**src/rtl/vga_grid_engine_if.sv**
```systemverilog
// Board read port and VGA pin bundle for vga_grid_engine.
// master = timing engine, slave = board RAM / DAC side.
interface vga_grid_engine_if #(
    parameter int AW = 9,
    parameter int CW = 10
);
    logic          pix_en;
    logic          cell_rd;
    logic [AW-1:0] cell_addr;
    logic [1:0]    cell_data;
    logic          hsync;
    logic          vsync;
    logic          blank_b;
    logic [CW-1:0] x;
    logic [CW-1:0] y;
    logic [7:0]    r;
    logic [7:0]    g;
    logic [7:0]    b;
    logic          frame_start;

    modport master (
        output pix_en, cell_rd, cell_addr, hsync, vsync, blank_b, x, y, r, g, b, frame_start,
        input  cell_data
    );

    modport slave (
        input  pix_en, cell_rd, cell_addr, hsync, vsync, blank_b, x, y, r, g, b, frame_start,
        output cell_data
    );
endinterface

```
**src/rtl/vga_grid_engine.sv**
```systemverilog
// Single-clock VGA timing engine with a tile-grid renderer; pixel rate via internal clock-enable.
// Optional macro GRID_LINES_EN draws a grey grid on empty cells.
module vga_grid_engine #(
    parameter int CLK_DIV   = 2,
    parameter int H_ACTIVE  = 640,
    parameter int H_FP      = 16,
    parameter int H_SYNC    = 96,
    parameter int H_BP      = 48,
    parameter int V_ACTIVE  = 480,
    parameter int V_FP      = 10,
    parameter int V_SYNC    = 2,
    parameter int V_BP      = 33,
    parameter int SYNC_POL  = 0,
    parameter int CW        = 10,
    parameter int CELL_W    = 32,
    parameter int CELL_H    = 32,
    parameter int GRID_COLS = 20,
    parameter int GRID_ROWS = 15,
    parameter int AW        = 9
) (
    input  logic               clk,
    input  logic               reset,
    vga_grid_engine_if.master  vga
);
    localparam int H_TOTAL = H_ACTIVE + H_FP + H_SYNC + H_BP;
    localparam int V_TOTAL = V_ACTIVE + V_FP + V_SYNC + V_BP;
    localparam int DW      = (CLK_DIV > 1) ? $clog2(CLK_DIV) : 1;
    localparam int CW_SH   = $clog2(CELL_W);
    localparam int CH_SH   = $clog2(CELL_H);
    localparam logic SYNC_ACT = (SYNC_POL != 0);

    localparam logic [23:0] RGB_EMPTY  = 24'h000000;
    localparam logic [23:0] RGB_SNAKE  = 24'h00FF00;
    localparam logic [23:0] RGB_FOOD   = 24'hFF0000;
    localparam logic [23:0] RGB_WALL   = 24'h808080;
    localparam logic [23:0] RGB_BORDER = 24'h0000FF;

    logic [DW-1:0] div_q, div_d;
    logic          pix_en_q, pix_en_d;
    logic [CW-1:0] hcnt_q, hcnt_d, vcnt_q, vcnt_d;
    logic          frame_start_q, frame_start_d;
    // stage 0: address issue plus the counter-derived attributes that travel with it
    logic          cell_rd_q, cell_rd_d;
    logic [AW-1:0] cell_addr_q, cell_addr_d;
    logic          s0_vis_q, s0_vis_d, s0_hs_q, s0_hs_d, s0_vs_q, s0_vs_d;
    logic [CW-1:0] s0_x_q, s0_x_d, s0_y_q, s0_y_d;
`ifdef GRID_LINES_EN
    logic          s0_line_q, s0_line_d;
`endif
    // stage 2: pin registers
    logic          hsync_q, hsync_d, vsync_q, vsync_d, blank_b_q, blank_b_d;
    logic [CW-1:0] x_q, x_d, y_q, y_d;
    logic [23:0]   rgb_q, rgb_d;

    logic [31:0]   h32, v32, col, row;
    logic          last_div, h_last, v_last, vis, in_grid;
    logic [23:0]   rgb_c;

    always_comb begin
        h32      = 32'(hcnt_q);
        v32      = 32'(vcnt_q);
        col      = h32 >> CW_SH;
        row      = v32 >> CH_SH;
        last_div = (32'(div_q) == 32'(CLK_DIV - 1));
        h_last   = (h32 == 32'(H_TOTAL - 1));
        v_last   = (v32 == 32'(V_TOTAL - 1));
        vis      = (h32 < 32'(H_ACTIVE)) && (v32 < 32'(V_ACTIVE));
        in_grid  = vis && (h32 < 32'(GRID_COLS * CELL_W)) && (v32 < 32'(GRID_ROWS * CELL_H));

        rgb_c = RGB_EMPTY;
        if (s0_vis_q) begin
            if (!cell_rd_q) begin
                rgb_c = RGB_BORDER;
            end else begin
                case (vga.cell_data)
`ifdef GRID_LINES_EN
                    2'd0:    rgb_c = s0_line_q ? 24'h404040 : RGB_EMPTY;
`else
                    2'd0:    rgb_c = RGB_EMPTY;
`endif
                    2'd1:    rgb_c = RGB_SNAKE;
                    2'd2:    rgb_c = RGB_FOOD;
                    default: rgb_c = RGB_WALL;
                endcase
            end
        end

        div_d         = last_div ? '0 : div_q + 1'b1;
        pix_en_d      = last_div;
        frame_start_d = pix_en_q && h_last && v_last;
        hcnt_d        = hcnt_q;
        vcnt_d        = vcnt_q;
        cell_rd_d     = cell_rd_q;
        cell_addr_d   = cell_addr_q;
        s0_vis_d      = s0_vis_q;
        s0_hs_d       = s0_hs_q;
        s0_vs_d       = s0_vs_q;
        s0_x_d        = s0_x_q;
        s0_y_d        = s0_y_q;
`ifdef GRID_LINES_EN
        s0_line_d     = s0_line_q;
`endif
        hsync_d       = hsync_q;
        vsync_d       = vsync_q;
        blank_b_d     = blank_b_q;
        x_d           = x_q;
        y_d           = y_q;
        rgb_d         = rgb_q;

        if (pix_en_q) begin
            hcnt_d = h_last ? '0 : hcnt_q + 1'b1;
            if (h_last) vcnt_d = v_last ? '0 : vcnt_q + 1'b1;

            cell_rd_d   = in_grid;
            cell_addr_d = in_grid ? AW'(row * 32'(GRID_COLS) + col) : '0;
            s0_vis_d    = vis;
            s0_hs_d     = (h32 >= 32'(H_ACTIVE + H_FP)) && (h32 < 32'(H_ACTIVE + H_FP + H_SYNC));
            s0_vs_d     = (v32 >= 32'(V_ACTIVE + V_FP)) && (v32 < 32'(V_ACTIVE + V_FP + V_SYNC));
            s0_x_d      = hcnt_q;
            s0_y_d      = vcnt_q;
`ifdef GRID_LINES_EN
            s0_line_d   = ((h32 & 32'(CELL_W - 1)) == 32'd0) || ((v32 & 32'(CELL_H - 1)) == 32'd0);
`endif
            // board data for the stage-0 address is valid now; colour it straight into the pins
            hsync_d     = s0_hs_q ? SYNC_ACT : ~SYNC_ACT;
            vsync_d     = s0_vs_q ? SYNC_ACT : ~SYNC_ACT;
            blank_b_d   = s0_vis_q;
            x_d         = s0_x_q;
            y_d         = s0_y_q;
            rgb_d       = rgb_c;
        end
    end

    always_ff @(posedge clk) begin
        if (reset) begin
            div_q         <= '0;
            pix_en_q      <= 1'b0;
            hcnt_q        <= '0;
            vcnt_q        <= '0;
            frame_start_q <= 1'b0;
            cell_rd_q     <= 1'b0;
            cell_addr_q   <= '0;
            s0_vis_q      <= 1'b0;
            s0_hs_q       <= 1'b0;
            s0_vs_q       <= 1'b0;
            s0_x_q        <= '0;
            s0_y_q        <= '0;
`ifdef GRID_LINES_EN
            s0_line_q     <= 1'b0;
`endif
            hsync_q       <= ~SYNC_ACT;
            vsync_q       <= ~SYNC_ACT;
            blank_b_q     <= 1'b0;
            x_q           <= '0;
            y_q           <= '0;
            rgb_q         <= '0;
        end else begin
            div_q         <= div_d;
            pix_en_q      <= pix_en_d;
            hcnt_q        <= hcnt_d;
            vcnt_q        <= vcnt_d;
            frame_start_q <= frame_start_d;
            cell_rd_q     <= cell_rd_d;
            cell_addr_q   <= cell_addr_d;
            s0_vis_q      <= s0_vis_d;
            s0_hs_q       <= s0_hs_d;
            s0_vs_q       <= s0_vs_d;
            s0_x_q        <= s0_x_d;
            s0_y_q        <= s0_y_d;
`ifdef GRID_LINES_EN
            s0_line_q     <= s0_line_d;
`endif
            hsync_q       <= hsync_d;
            vsync_q       <= vsync_d;
            blank_b_q     <= blank_b_d;
            x_q           <= x_d;
            y_q           <= y_d;
            rgb_q         <= rgb_d;
        end
    end

    assign vga.pix_en      = pix_en_q;
    assign vga.cell_rd     = cell_rd_q;
    assign vga.cell_addr   = cell_addr_q;
    assign vga.hsync       = hsync_q;
    assign vga.vsync       = vsync_q;
    assign vga.blank_b     = blank_b_q;
    assign vga.x           = x_q;
    assign vga.y           = y_q;
    assign vga.r           = rgb_q[23:16];
    assign vga.g           = rgb_q[15:8];
    assign vga.b           = rgb_q[7:0];
    assign vga.frame_start = frame_start_q;
endmodule
```
**src/flat_wrapper.sv**
```systemverilog
// flat-port wrapper written by rule: the top's interface ports become plain ports
module vga_grid_engine_flat 
#(
    parameter int CLK_DIV   = 2,
    parameter int H_ACTIVE  = 640,
    parameter int H_FP      = 16,
    parameter int H_SYNC    = 96,
    parameter int H_BP      = 48,
    parameter int V_ACTIVE  = 480,
    parameter int V_FP      = 10,
    parameter int V_SYNC    = 2,
    parameter int V_BP      = 33,
    parameter int SYNC_POL  = 0,
    parameter int CW        = 10,
    parameter int CELL_W    = 32,
    parameter int CELL_H    = 32,
    parameter int GRID_COLS = 20,
    parameter int GRID_ROWS = 15,
    parameter int AW        = 9
)
  (clk, reset, vga_pix_en, vga_cell_rd, vga_cell_addr, vga_hsync, vga_vsync, vga_blank_b, vga_x, vga_y, vga_r, vga_g, vga_b, vga_frame_start, vga_cell_data);
  vga_grid_engine_if #(.AW(AW), .CW(CW)) vga_i ();
  input  logic clk;
  input  logic reset;
  output wire logic [$bits(vga_i.pix_en)-1:0] vga_pix_en;
  output wire logic [$bits(vga_i.cell_rd)-1:0] vga_cell_rd;
  output wire logic [$bits(vga_i.cell_addr)-1:0] vga_cell_addr;
  output wire logic [$bits(vga_i.hsync)-1:0] vga_hsync;
  output wire logic [$bits(vga_i.vsync)-1:0] vga_vsync;
  output wire logic [$bits(vga_i.blank_b)-1:0] vga_blank_b;
  output wire logic [$bits(vga_i.x)-1:0] vga_x;
  output wire logic [$bits(vga_i.y)-1:0] vga_y;
  output wire logic [$bits(vga_i.r)-1:0] vga_r;
  output wire logic [$bits(vga_i.g)-1:0] vga_g;
  output wire logic [$bits(vga_i.b)-1:0] vga_b;
  output wire logic [$bits(vga_i.frame_start)-1:0] vga_frame_start;
  input wire logic [$bits(vga_i.cell_data)-1:0] vga_cell_data;
  assign vga_pix_en = vga_i.pix_en;
  assign vga_cell_rd = vga_i.cell_rd;
  assign vga_cell_addr = vga_i.cell_addr;
  assign vga_hsync = vga_i.hsync;
  assign vga_vsync = vga_i.vsync;
  assign vga_blank_b = vga_i.blank_b;
  assign vga_x = vga_i.x;
  assign vga_y = vga_i.y;
  assign vga_r = vga_i.r;
  assign vga_g = vga_i.g;
  assign vga_b = vga_i.b;
  assign vga_frame_start = vga_i.frame_start;
  assign vga_i.cell_data = vga_cell_data;
  vga_grid_engine #(.CLK_DIV(CLK_DIV), .H_ACTIVE(H_ACTIVE), .H_FP(H_FP), .H_SYNC(H_SYNC), .H_BP(H_BP), .V_ACTIVE(V_ACTIVE), .V_FP(V_FP), .V_SYNC(V_SYNC), .V_BP(V_BP), .SYNC_POL(SYNC_POL), .CW(CW), .CELL_W(CELL_W), .CELL_H(CELL_H), .GRID_COLS(GRID_COLS), .GRID_ROWS(GRID_ROWS), .AW(AW)) u_core (.clk(clk), .reset(reset), .vga(vga_i));
endmodule
```
**config.mk**
```make
export PLATFORM = sky130hd
export DESIGN_NAME = vga_grid_engine_flat
export DESIGN_NICKNAME = d
export VERILOG_FILES = /design/src/rtl/vga_grid_engine_if.sv /design/src/rtl/vga_grid_engine.sv /design/src/flat_wrapper.sv
export SDC_FILE = /design/constraint.sdc
export NUM_CORES = 1
export LEC_CHECK = 0
export CAP_MARGIN = 20
export CORE_AREA = 10 10 99 101
export CTS_BUF_LIST = sky130_fd_sc_hd__clkbuf_8 sky130_fd_sc_hd__clkbuf_16
export DETAILED_ROUTE_END_ITERATION = 7
export DIE_AREA = 0 0 109 111
export GPL_ROUTABILITY_DRIVEN = 0
export PLACE_DENSITY = 0.75
export SYNTH_ARGS = -nofsm -noshare
export SYNTH_HDL_FRONTEND = slang
export SYNTH_SLANG_ARGS = --single-unit
```
**constraint.sdc**
```tcl
create_clock -name clk -period 2.1 [get_ports clk]
set_input_delay 0.315 -clock clk [delete_from_list [all_inputs] [get_ports clk]]
set_output_delay 0.315 -clock clk [all_outputs]
set_load 0.02 [all_outputs]
```
* Word level (Yosys, flattened, before mapping) *
Cells that the tools add are included.

word-level totals
  register bits = 103
  output and inout port bits = 59
  word-level logic and storage cells = 51

operators by class
  $add $sub $neg = 4
  multiply operators = 1
  magnitude comparators = 6
  equal/unequal tests = 4
  multiplexer cells = 8
  reductions and logical operators = 10

operators with widths
  kind                   count
  $pmux 24 s3            1
  $mux 24                2
  $add 10x1->10 const B  2
  $eq 10x10->1 const B   2
  $lt 10x10->1 const B   2
  $lt 10x9->1 const B    2
  $mux 10                2
  $ge 10x10->1 const B   1
  $ge 10x9->1 const B    1
  $add 9x5->9            1
  $mux 9                 1
  $logic_and 1x1->1      7
  $mul 5x3->7 const B    1
  $eq 2x1->1 const B     1
  $eq 2x2->1 const B     1
  $logic_not 2->1        1
  $mux 1                 2
  $reduce_and 2->1       1
  $reduce_or 2->1        1
  $add 1x1->1 const B    1

* Logic depth before layout (Yosys ltp) *
Gate-level depths: netlist of the first run.

  depth after elaboration = 5
  depth in mapped cells = 8
  gate-level depth less buffers = 8

* Worst setup path before layout of the first run *
No wires, ideal clock.

  path kind = register to register
  start point = register u_core.vcnt_q[6]
  end point = register u_core.cell_addr_q[8] (netlist: u_core.vga.cell_addr[8])
  setup time = 0.117 ns
  data arrival time = 2.072 ns
  required time = 1.983 ns
  slack = -0.089 ns
  cell stages (with the launch flop) = 9
  cells stage by stage = dfxtp_1 ha_1 ha_1 inv_1 fa_1 nand2b_1 a211oi_1 o2bb2ai_1 a22o_1

on the way
  longest elaborated chain between the ends = 5
  elaborated cells between the ends (all ways) = 7

ends and longest elaborated chain
  what                                                 line                    text
  start: declaration                                   vga_grid_engine.sv:40   logic [CW-1:0] hcnt_q, hcnt_d, vcnt_q, vcnt_d;
  start signal: assignment                             vga_grid_engine.sv:161  vcnt_q <= vcnt_d;
  branches (longest 4 deep; another with $add 9x5->9)  -
  $mux 9 (*)                                           vga_grid_engine.sv:115  cell_addr_d = in_grid ? AW'(row * 32'(GRID_COLS) + col) : '0;
  end signal: assignment                               vga_grid_engine.sv:164  cell_addr_q <= cell_addr_d;
  end: declaration                                     vga_grid_engine.sv:44   logic [AW-1:0] cell_addr_q, cell_addr_d;

Mark *: on every way between the ends.
A chain may end at the register's enable or synchronous reset.

* Worst setup path in the final report of the first run *
  start point = register u_core.vcnt_q[8]
  end point = register u_core.cell_addr_q[7] (netlist: u_core.vga.cell_addr[7])

Same word-level chain as after synthesis.

==> results of run 1 <==
## critical path, delay by kind of cell (launching register included)
| kind | cells | cell delay, ps |
|---|---|---|
| simple gates | 1 | 150 |
| compound gates | 2 | 280 |
| flops | 1 | 340 |
| fa+ha+maj | 3 | 970 |
| xor+xnor | 1 | 140 |
| buf+inv | 1 | 40 |
## state kept, by name (all words and copies together) (netlist names), 6 cells and up
signal and flops:
u_core.vga.x 10, u_core.vga.y 10, u_core.vcnt_q 10, u_core.s0_y_q 10
u_core.hcnt_q 10, u_core.s0_x_q 10, u_core.vga.cell_addr 9, u_core.rgb_q 6
## logic make-up (layout without fill, tap and decap cells)
group | after synthesis | count (layout)
muxes | 44 | 44
buffers and inverters | 50 | 108
xor gates and xnor gates | 14 | 14
DFF | 84 | 84
AOI/OAI and AO/OA | 44 | 44
and+or+nand+nor | 136 | 136
adders and majority gates | 15 | 15
## per-stage QoR
step           std cells  hold WS, ps  setup WS, ps
2_1_floorplan        387          385          1.61
3_3_place_gp         531          392          22.2
3_5_place_dp         531          405          -130
4_1_cts              548          258          6.28
5_1_grt              550          273          18.2
6_report             550          270          79.7
## metal layers
layer	track usage, %	vias up
met2	17.2	81
met4	7.04	0
met3	4.19	15
met5	0	-
met1	15.7	1284
li1	-	1418
## how the worst max path moves through the flow
stage               depth (start not counted)        startpoint                      end  slack [ps]
CTS                                         8  u_core.vcnt_q[6]  u_core.vga.cell_addr[8]           6
finish                                      8  u_core.vcnt_q[8]  u_core.vga.cell_addr[7]          80
global route                                8  u_core.vcnt_q[8]  u_core.vga.cell_addr[7]          20
detailed placement                          8  u_core.vcnt_q[6]  u_core.vga.cell_addr[8]        -130
global placement                            8  u_core.vcnt_q[6]  u_core.vga.cell_addr[8]          20
floorplan                                   8  u_core.vcnt_q[6]  u_core.vga.cell_addr[8]           2
## where the power goes
group | switching [mW] | internal (mW) | total (mW) | leakage (nW)
Combinational | 0.0709 | 0.0506 | 0.121 | 0.959
Clock | 0.585 | 0.800 | 1.38 | 0.122
Sequential | 0.00664 | 1.60 | 1.61 | 0.679
Total | 0.662 | 2.45 | 3.11 | 1.76
## area by class of cell
class	instances	share of cell area (%)
repair buffers	83	17.2
well taps	105	2.80
flip-flops and latches	84	35.9
multi-input cells	253	38.0
inverters	9	0.721
clock buffers	9	2.64
clock inverters	7	2.62
## timing repair
item | CTS | global route
pin swaps | 4 | 3
hold buffers | 0 | 0
gates cloned | 0 | 0
setup buffers | 1 | 2
endpoints found under the setup margin | 2 | 4
resized for setup | 4 | 8
## cells in the mapped netlist (3+ instances only)
library cell	count	area, sq um
dfxtp_1	84	1680
nor2_1	61	229
mux2i_1	44	440
buf_4	20	150
a21oi_1	19	95.1
ha_1	13	163
nand2_1	12	45.0
clkbuf_1	11	41.3
nand2b_1	10	62.6
inv_1	9	33.8
nand4_1	9	56.3
o21ai_0	9	45.0
buf_2	8	40.0
nand3_1	8	40.0
a22o_1	7	61.3
xnor2_1	7	61.3
xor2_1	7	61.3
or3_1	6	37.5
nor2b_1	5	31.3
nor3_1	4	20.0
a21o_1	3	22.5
and3_1	3	18.8
and4_1	3	26.3
o31ai_1	3	22.5
or4_1	3	22.5
==> qor.yml, run 1 <==
antenna_left: 0
total_leakage_power_nw: 1.76
worstHoldPathCells: 2
ys_ff_latch: 84
r2r_slack_ps: 80
grt_usage_pct: 12.2
critPathSlowestCell: "fa_2"
remaining_drc_errors: 0
die_x_um: 109
grt_max_degree: 69
ios: 63
cp_max_fo: 3
initial_utilization_pct: 46.3
num_vias: 2798
placed_area_sq_um: 4370
rsz0062_at_grt: "true"
final_common_cell: "dfxtp_1"
r2r-end: "u_core.vga.cell_addr[7]"
cp-end-kind: "flip-flop"
syn_nets: 406
cap_violations: 0
max-slew-margin-rel_pct: 63.3
fin_area_sq_um: 4690
clk_path_buf_depth: 2
fin_crit_ps: 2020
powerDensity_nw_per_um2: 664
crit_chain: "ha_4 > ha_2 > inv_2 > fa_2 > nand2b_4 > o22ai_1 > xnor2_1 > a22o_1"
yosysSeqAreaShare_pct: 45.6
max_stage_delay_ps: 530
die_h_um: 111
routed_wl_um: 7450
syn_area_per_cell_sq_um: 9.53
tightest_slew_ps: 544
cts_tree: "built"
finalSetupViolations: 0
portBuffers: 62
final_cell_mix: "dfxtp_1, nor2_1, clkdlybuf4s50_1, mux2i_1, buf_4"
regArea_sq_um: 1690
synth_area_sq_um: 3690
finalSetupTns_ps: 0
wl_per_cell_um: 13.5
syn2layout_area_growth_pct: 27.1
n_fill_cell: 687
viasPerCell: 5.09
final_nets: 459
grt_pass1_vias: 2628
synth-xor-area-share_pct: 3.33
die_area_sq_um: 12100
min_path_type: "input pin to flip-flop"
dr.pass1.iters: 4
highest_layer: "met4"
max_freq_mhz: 495
wl_met2_um: 3110
ys.flop_type: "dfxtp_1"
holdPathEnd: "u_core.rgb_q[14]"
dp_hpwl_um: 5240
worstHoldStart: "reset"
grt_overflow: 0
core-area_sq_um: 7970
numCtsBuffers: 9
drt-met1-wl_um: 3460
drt_iter0_markers: 118
r2r_start: "u_core.vcnt_q[8]"
floorplan.rows: 33
arrival_ps: 2270
yosysUniqueCellTypes: 39
maxSlewViolCount: 0
crit_type: "flip-flop to flip-flop"
yosysWarnings: 0
r2r_cells: 8
routed-wl-met3_um: 703
synthArstFlopShare_pct: 0
cts-root-buf: "clkbuf_8"
synth_compound_area_share_pct: 7.30
grt_antenna_before_repair: 0
report.final.hold_viol_count: 0
synth_top_family_by_area: "simple AND/OR/NAND/NOR gates"
diodes: 0
synth-edff-count: 0
muxShareOfSynthArea_pct: 11.9
synthAdderAreaFrac_pct: 5.50
fin_skew_ps: 11.5
totalPowerFinal_mw: 3.11
clock-sinks: 84
critPathLaunchType: "flip-flop"
htree_levels: 3
cp.required_ps: 2350
drive_gt1_share_pct: 11.5
multi_input_area_sq_um: 1780
utilization_pct: 58.8
clk_latency_ps: 350
outcome: "finished clean"
irDropWorstVdd_uv: 481
cts.reportedPaths.clkPinSlew_ps: 80
grt_first_pass_wirelength_um: 12300
syn-instance-count: 387
post-route-period-util_pct: 96.2
synthSimpleGateAreaFrac_pct: 18.9
Power figures use the tool's default switching activity.
==> inputs of run 2 (changes only) <==
--- a/config.mk
+++ b/config.mk
@@ -8,6 +8,7 @@
 export CAP_MARGIN = 20
 export CORE_AREA = 10 10 99 101
 export CTS_BUF_LIST = sky130_fd_sc_hd__clkbuf_8 sky130_fd_sc_hd__clkbuf_16
+export CTS_CLUSTER_SIZE = 10
 export DETAILED_ROUTE_END_ITERATION = 7
 export DIE_AREA = 0 0 109 111
 export GPL_ROUTABILITY_DRIVEN = 0
==> results of run 2 <==
The final DEF is identical to that of run 1; final timing and power are the same.
